==> src/rtl/regfile_dump_reader.sv <==
// Purpose : sequential register-file dump engine; on a start pulse it reads
//           registers 0..NUM_REGS-1 through one read port and streams each
//           word out on a valid/ready port, then pulses done.
// Latency : first beat valid 3 cycles after start is sampled; 3 cycles per
//           word with out_ready high, plus one DONE cycle.
// Backpressure: out_ready low holds the current beat stable in SEND; the
//           engine stalls there until the beat is accepted.
//
// Ports:
//   clk        clock, all state changes on the rising edge
//   clr_n      asynchronous active-low reset
//   start      request a full dump, only honoured in IDLE
//   rd_addr    register-file read address (index in ISSUE/CAPTURE, else 0)
//   rd_data    register-file read data (combinational or 1-cycle registered)
//   out_valid  output beat valid
//   out_ready  downstream accepts the beat
//   out_data   beat payload
//   out_addr   register address of the beat
//   out_last   final beat of the dump
//   busy       high in every state except IDLE
//   done       one-cycle pulse after the final beat is accepted
//
// Optional feature: define REGFILE_DUMP_CHECKSUM_EN to append one checksum
// beat (XOR of all dumped words, out_addr = 0, out_last = 1) after the last
// register. Without it, out_last marks register NUM_REGS-1.
//
// ADDR_W must be wide enough that 2**ADDR_W >= NUM_REGS.

module regfile_dump_reader #(
  parameter int NUM_REGS = 32,
  parameter int ADDR_W   = 5,
  parameter int DATA_W   = 32
) (
  input  logic              clk,
  input  logic              clr_n,
  input  logic              start,
  output logic [ADDR_W-1:0] rd_addr,
  input  logic [DATA_W-1:0] rd_data,
  output logic              out_valid,
  input  logic              out_ready,
  output logic [DATA_W-1:0] out_data,
  output logic [ADDR_W-1:0] out_addr,
  output logic              out_last,
  output logic              busy,
  output logic              done
);

  localparam logic [ADDR_W-1:0] LAST_IDX = ADDR_W'(NUM_REGS - 1);

  typedef enum logic [2:0] {
    S_IDLE    = 3'd0,
    S_ISSUE   = 3'd1,
    S_CAPTURE = 3'd2,
    S_SEND    = 3'd3,
    S_DONE    = 3'd4,
    S_CSUM    = 3'd5
  } state_t;

  state_t            state_q;
  state_t            state_d;
  logic [ADDR_W-1:0] idx_q;
  logic [DATA_W-1:0] data_q;
  logic [ADDR_W-1:0] addr_q;
  logic              xfer;
  logic              at_last;

  assign xfer    = out_valid && out_ready;
  assign at_last = (idx_q == LAST_IDX);

  // ---------------------------------------------------------------------
  // State register
  // ---------------------------------------------------------------------
  always_ff @(posedge clk or negedge clr_n) begin
    if (!clr_n) begin
      state_q <= S_IDLE;
    end else begin
      state_q <= state_d;
    end
  end

  // ---------------------------------------------------------------------
  // Next-state logic
  // ---------------------------------------------------------------------
  always_comb begin
    state_d = state_q;
    case (state_q)
      S_IDLE: begin
        if (start) begin
          state_d = S_ISSUE;
        end
      end
      S_ISSUE: begin
        state_d = S_CAPTURE;
      end
      S_CAPTURE: begin
        state_d = S_SEND;
      end
      S_SEND: begin
        if (xfer) begin
          if (at_last) begin
`ifdef REGFILE_DUMP_CHECKSUM_EN
            state_d = S_CSUM;
`else
            state_d = S_DONE;
`endif
          end else begin
            state_d = S_ISSUE;
          end
        end
      end
`ifdef REGFILE_DUMP_CHECKSUM_EN
      S_CSUM: begin
        if (xfer) begin
          state_d = S_DONE;
        end
      end
`endif
      S_DONE: begin
        state_d = S_IDLE;
      end
      default: begin
        state_d = S_IDLE;
      end
    endcase
  end

  // ---------------------------------------------------------------------
  // Datapath: index, captured beat and (optionally) checksum accumulator
  // ---------------------------------------------------------------------
  always_ff @(posedge clk or negedge clr_n) begin
    if (!clr_n) begin
      idx_q <= '0;
    end else if (state_q == S_IDLE && start) begin
      idx_q <= '0;
    end else if (state_q == S_SEND && xfer && !at_last) begin
      // The final beat always leaves SEND, so the index never wraps.
      idx_q <= idx_q + ADDR_W'(1);
    end
  end

  // rd_addr is already stable for the whole of ISSUE and CAPTURE, so
  // sampling at the end of CAPTURE covers both a combinational read and a
  // read port that registers the address once.
  always_ff @(posedge clk or negedge clr_n) begin
    if (!clr_n) begin
      data_q <= '0;
      addr_q <= '0;
    end else if (state_q == S_CAPTURE) begin
      data_q <= rd_data;
      addr_q <= idx_q;
    end
  end

`ifdef REGFILE_DUMP_CHECKSUM_EN
  logic [DATA_W-1:0] acc_q;

  // Only register beats fold in; the checksum beat itself is not included.
  always_ff @(posedge clk or negedge clr_n) begin
    if (!clr_n) begin
      acc_q <= '0;
    end else if (state_q == S_IDLE && start) begin
      acc_q <= '0;
    end else if (state_q == S_SEND && xfer) begin
      acc_q <= acc_q ^ data_q;
    end
  end
`endif

  // ---------------------------------------------------------------------
  // Output logic. Every output decodes from state so a reset forces them
  // all to zero at once, without waiting for a clock edge.
  // ---------------------------------------------------------------------
  always_comb begin
    rd_addr   = '0;
    out_valid = 1'b0;
    out_data  = '0;
    out_addr  = '0;
    out_last  = 1'b0;
    busy      = (state_q != S_IDLE);
    done      = 1'b0;
    case (state_q)
      S_ISSUE, S_CAPTURE: begin
        rd_addr = idx_q;
      end
      S_SEND: begin
        out_valid = 1'b1;
        out_data  = data_q;
        out_addr  = addr_q;
`ifdef REGFILE_DUMP_CHECKSUM_EN
        out_last  = 1'b0;
`else
        out_last  = at_last;
`endif
      end
`ifdef REGFILE_DUMP_CHECKSUM_EN
      S_CSUM: begin
        out_valid = 1'b1;
        out_data  = acc_q;
        out_addr  = '0;
        out_last  = 1'b1;
      end
`endif
      S_DONE: begin
        done = 1'b1;
      end
      default: begin
        rd_addr = '0;
      end
    endcase
  end

endmodule

==> config.mk <==
export PLATFORM = sky130hd
export DESIGN_NAME = regfile_dump_reader
export DESIGN_NICKNAME = d
export VERILOG_FILES = /design/src/rtl/regfile_dump_reader.sv
export SDC_FILE = /design/constraint.sdc
export NUM_CORES = 1
export LEC_CHECK = 0
export CAP_MARGIN = 20
export CORE_MARGIN = 10
export CORE_UTILIZATION = 48
export CTS_CLUSTER_DIAMETER = 200
export DETAILED_ROUTE_END_ITERATION = 10
export GPL_ROUTABILITY_DRIVEN = 0
export MAX_ROUTING_LAYER = met4
export PLACE_DENSITY = 0.85
export SLEW_MARGIN = 20
export SYNTH_ARGS = -nofsm -noshare
export SYNTH_HDL_FRONTEND = slang
export SYNTH_SLANG_ARGS = --single-unit
==> constraint.sdc <==
create_clock -name clk -period 3.24 [get_ports clk]
set_clock_uncertainty 0.15 [all_clocks]
set_input_delay 0.81 -clock clk [delete_from_list [all_inputs] [get_ports clk]]
set_output_delay 0.81 -clock clk [all_outputs]
set_load 0.01 [all_outputs]
==> results.ini <==
[logic_synthesis]
yosysTopAreaCellShare=0.497
syn_inst=169
synth_mux_area_frac=0.242
synth_compound_gate_area_share=0.0270
synthXorXnorAreaFrac=0.00386
synth_top_family_by_area=multiplexers
yosysWarnings=0
synth-seq-cells=45
synthArstFlopShare=1.00
synth_area_per_cell_um2=13.4
synthSimpleGateAreaFrac=0.171
ys_dominant_reg_cell=dfrtp_1
synth-edff-count=0
synth.distinct_cells=26
synth.area.top_cells=dfrtp_1, mux2_4, and2_1
ys_top_cells_by_count=dfrtp_1, and2_1, mux2_4
yosys.cell_count.top_type=dfrtp_1
syn_area_um2=2270
synth_area_leader_cell=dfrtp_1
syn_nets=207
ys_seq_area_frac=0.497
synth-adder-area-share=0.0110

[timing]
max_freq_mhz=325
timing.slew.headroom=0.621
final-max-slew-violation-count=0
fin_hold_ws_ns=0.353
fin_crit_sh=0.949
hold_viol=0
setup_violations=0
finalSetupTns_ns=0
rsz0062_at_grt=no
min_period_ns=3.07
tightest_slew_ns=0.568

[detailed_routing]
dr.pass1.iters=4
drcViolationCount=0
drtIter0Drc=78
ant_nets=0
via_per_inst=4.99
vias=1507
wirelength_mm=5.24
wl_per_cell_um=17.3

[layout]
fin_util=0.709
synthToLayoutAreaGrowth_pct=39.8
finalNetCount=287
diodes=0
nFillCells=335
drive_gt1_frac=0.216

[worst_setup_path]
r2r-start=idx_q[0]$_DFFE_PN0P_
cp-start-kind=flip-flop
path_max_fanout=41
crit_path_start=state_q[2]$_DFFE_PN0P_
critPathKind=flip-flop to output port
crit_required_ns=2.28
arrival_ns=2.11
end_kind=output port
rrSetupSlack_ns=1.35

[power]
peakVddDrop_mv=0.519
p_leak_nw=1.38
p_per_area_nw_per_um2=939
p_total_mw=2.98

[grt]
grt_pass1_wl_mm=8.17
grt_max_degree=46
gr-total-overflow=0
grt_pass1_vias=1646
antenna_found_initial=0
grt_usage=0.136

[die]
io_pins=82
rows=24
die-area_um2=7870
die_w_um=88.7
core_um2=4470
die_h_um=88.7
initial_core_util=0.507

[clock_network]
cts_sinks=45
numCtsBuffers=5
clkTransAtPathRegs_ns=0.08
root_buffer=clkbuf_8
cts_tree=done
postCtsSetupRepairBufs=0
cts_buffer_depth=2
htreeDepth=2
clock_latency_ns=0.29

[hold_path]
min-delay-start=data_q[9]$_DFFE_PN0N_
worstHoldPathType=flip-flop to flip-flop

[placement]
portBuffers=81
dp_hpwl_mm=3.88

[run]
maxCapViolCount=0

[outcome]
status=finished clean

-- critical path, cell delays in order (launching register included) --
cell	delay (ns)
dfrtp_1	0.48
and3b_4	0.58
and2_1	0.19
clkdlybuf4s50_1	0.55
-- path summary, 6_finish.rpt --
path	end	cells after the start
max in group asynchronous	state_q[0]$_DFFE_PN0P_	1
max	out_data[29]	3
min	data_q[9]$_DFFE_PN0N_	1
min in group asynchronous	data_q[3]$_DFFE_PN0N_	1
min reg2reg	data_q[9]$_DFFE_PN0N_	1
max reg2reg	idx_q[3]$_DFFE_PN0P_	6
-- through the flow --
stage	instance area (µm²)	setup WS (ns)	instances
after floorplan	2270	0.965	169
after global placement	3070	0.405	294
after detailed placement	3070	0.340	294
after CTS	3170	0.0117	302
after global routing	3170	0.0428	302
final	3170	0.165	302
-- metal layers --
metal,GRT usage,up-vias,routed length [µm]
li1,-,725,-
met2,0.215,55,2530
met5,-,-,0
met1,0.171,723,2350
met3,0.0313,4,328
met4,0.0352,0,29
-- area by class of cell --
class	instances	area [µm²]	area share
Timing Repair Buffer	84	831	0.262
Inverter	3	11.3	0.00355
Tap cell	52	65.1	0.0205
Multi-Input combinational cell	110	1040	0.328
Sequential cell	45	1130	0.355
Clock inverter	2	13.8	0.00434
Clock buffer	6	82.6	0.0260
-- layout by cell type, fill, tap and decap left out, types with 2 or more instances in the layout --
cell type / instances
clkbuf_8: 6
and3_1: 2
ha_1: 2
clkdlybuf4s50_1: 80
inv_1: 3
dfrtp_1: 45
and2_1: 43
buf_4: 4
mux2i_1: 2
nor2_1: 3
nor3b_1: 2
nand2_1: 3
o211ai_1: 3
o31ai_1: 3
mux2_4: 30
mux2_2: 7
-- sequential cells by signal (all words and copies together), names as in the netlist --
register and count:
state_q 3, addr_q 5, idx_q 5, data_q 32
-- logic make-up (layout without fill, tap and decap cells) --
group | Yosys count | count (layout)
compound gates | 8 | 8
xor+xnor | 1 | 1
mux | 39 | 39
simple gates | 60 | 60
buf+inv | 14 | 95
fa+ha+maj | 2 | 2
flops | 45 | 45
-- where the power goes --
part	internal (mW)	leakage [nW]	total (mW)	switching, mW
combinational	1.02	0.781	1.62	0.603
clock	0.173	0.0512	0.359	0.186
sequential	0.825	0.545	0.998	0.173
-- what timing repair did --
action | CTS | global route
resized for setup | 0 | 1
endpoints found under the setup margin | 0 | 38
hold buffers | 0 | 0
Note: power is estimated with default switching activity, not from simulation.
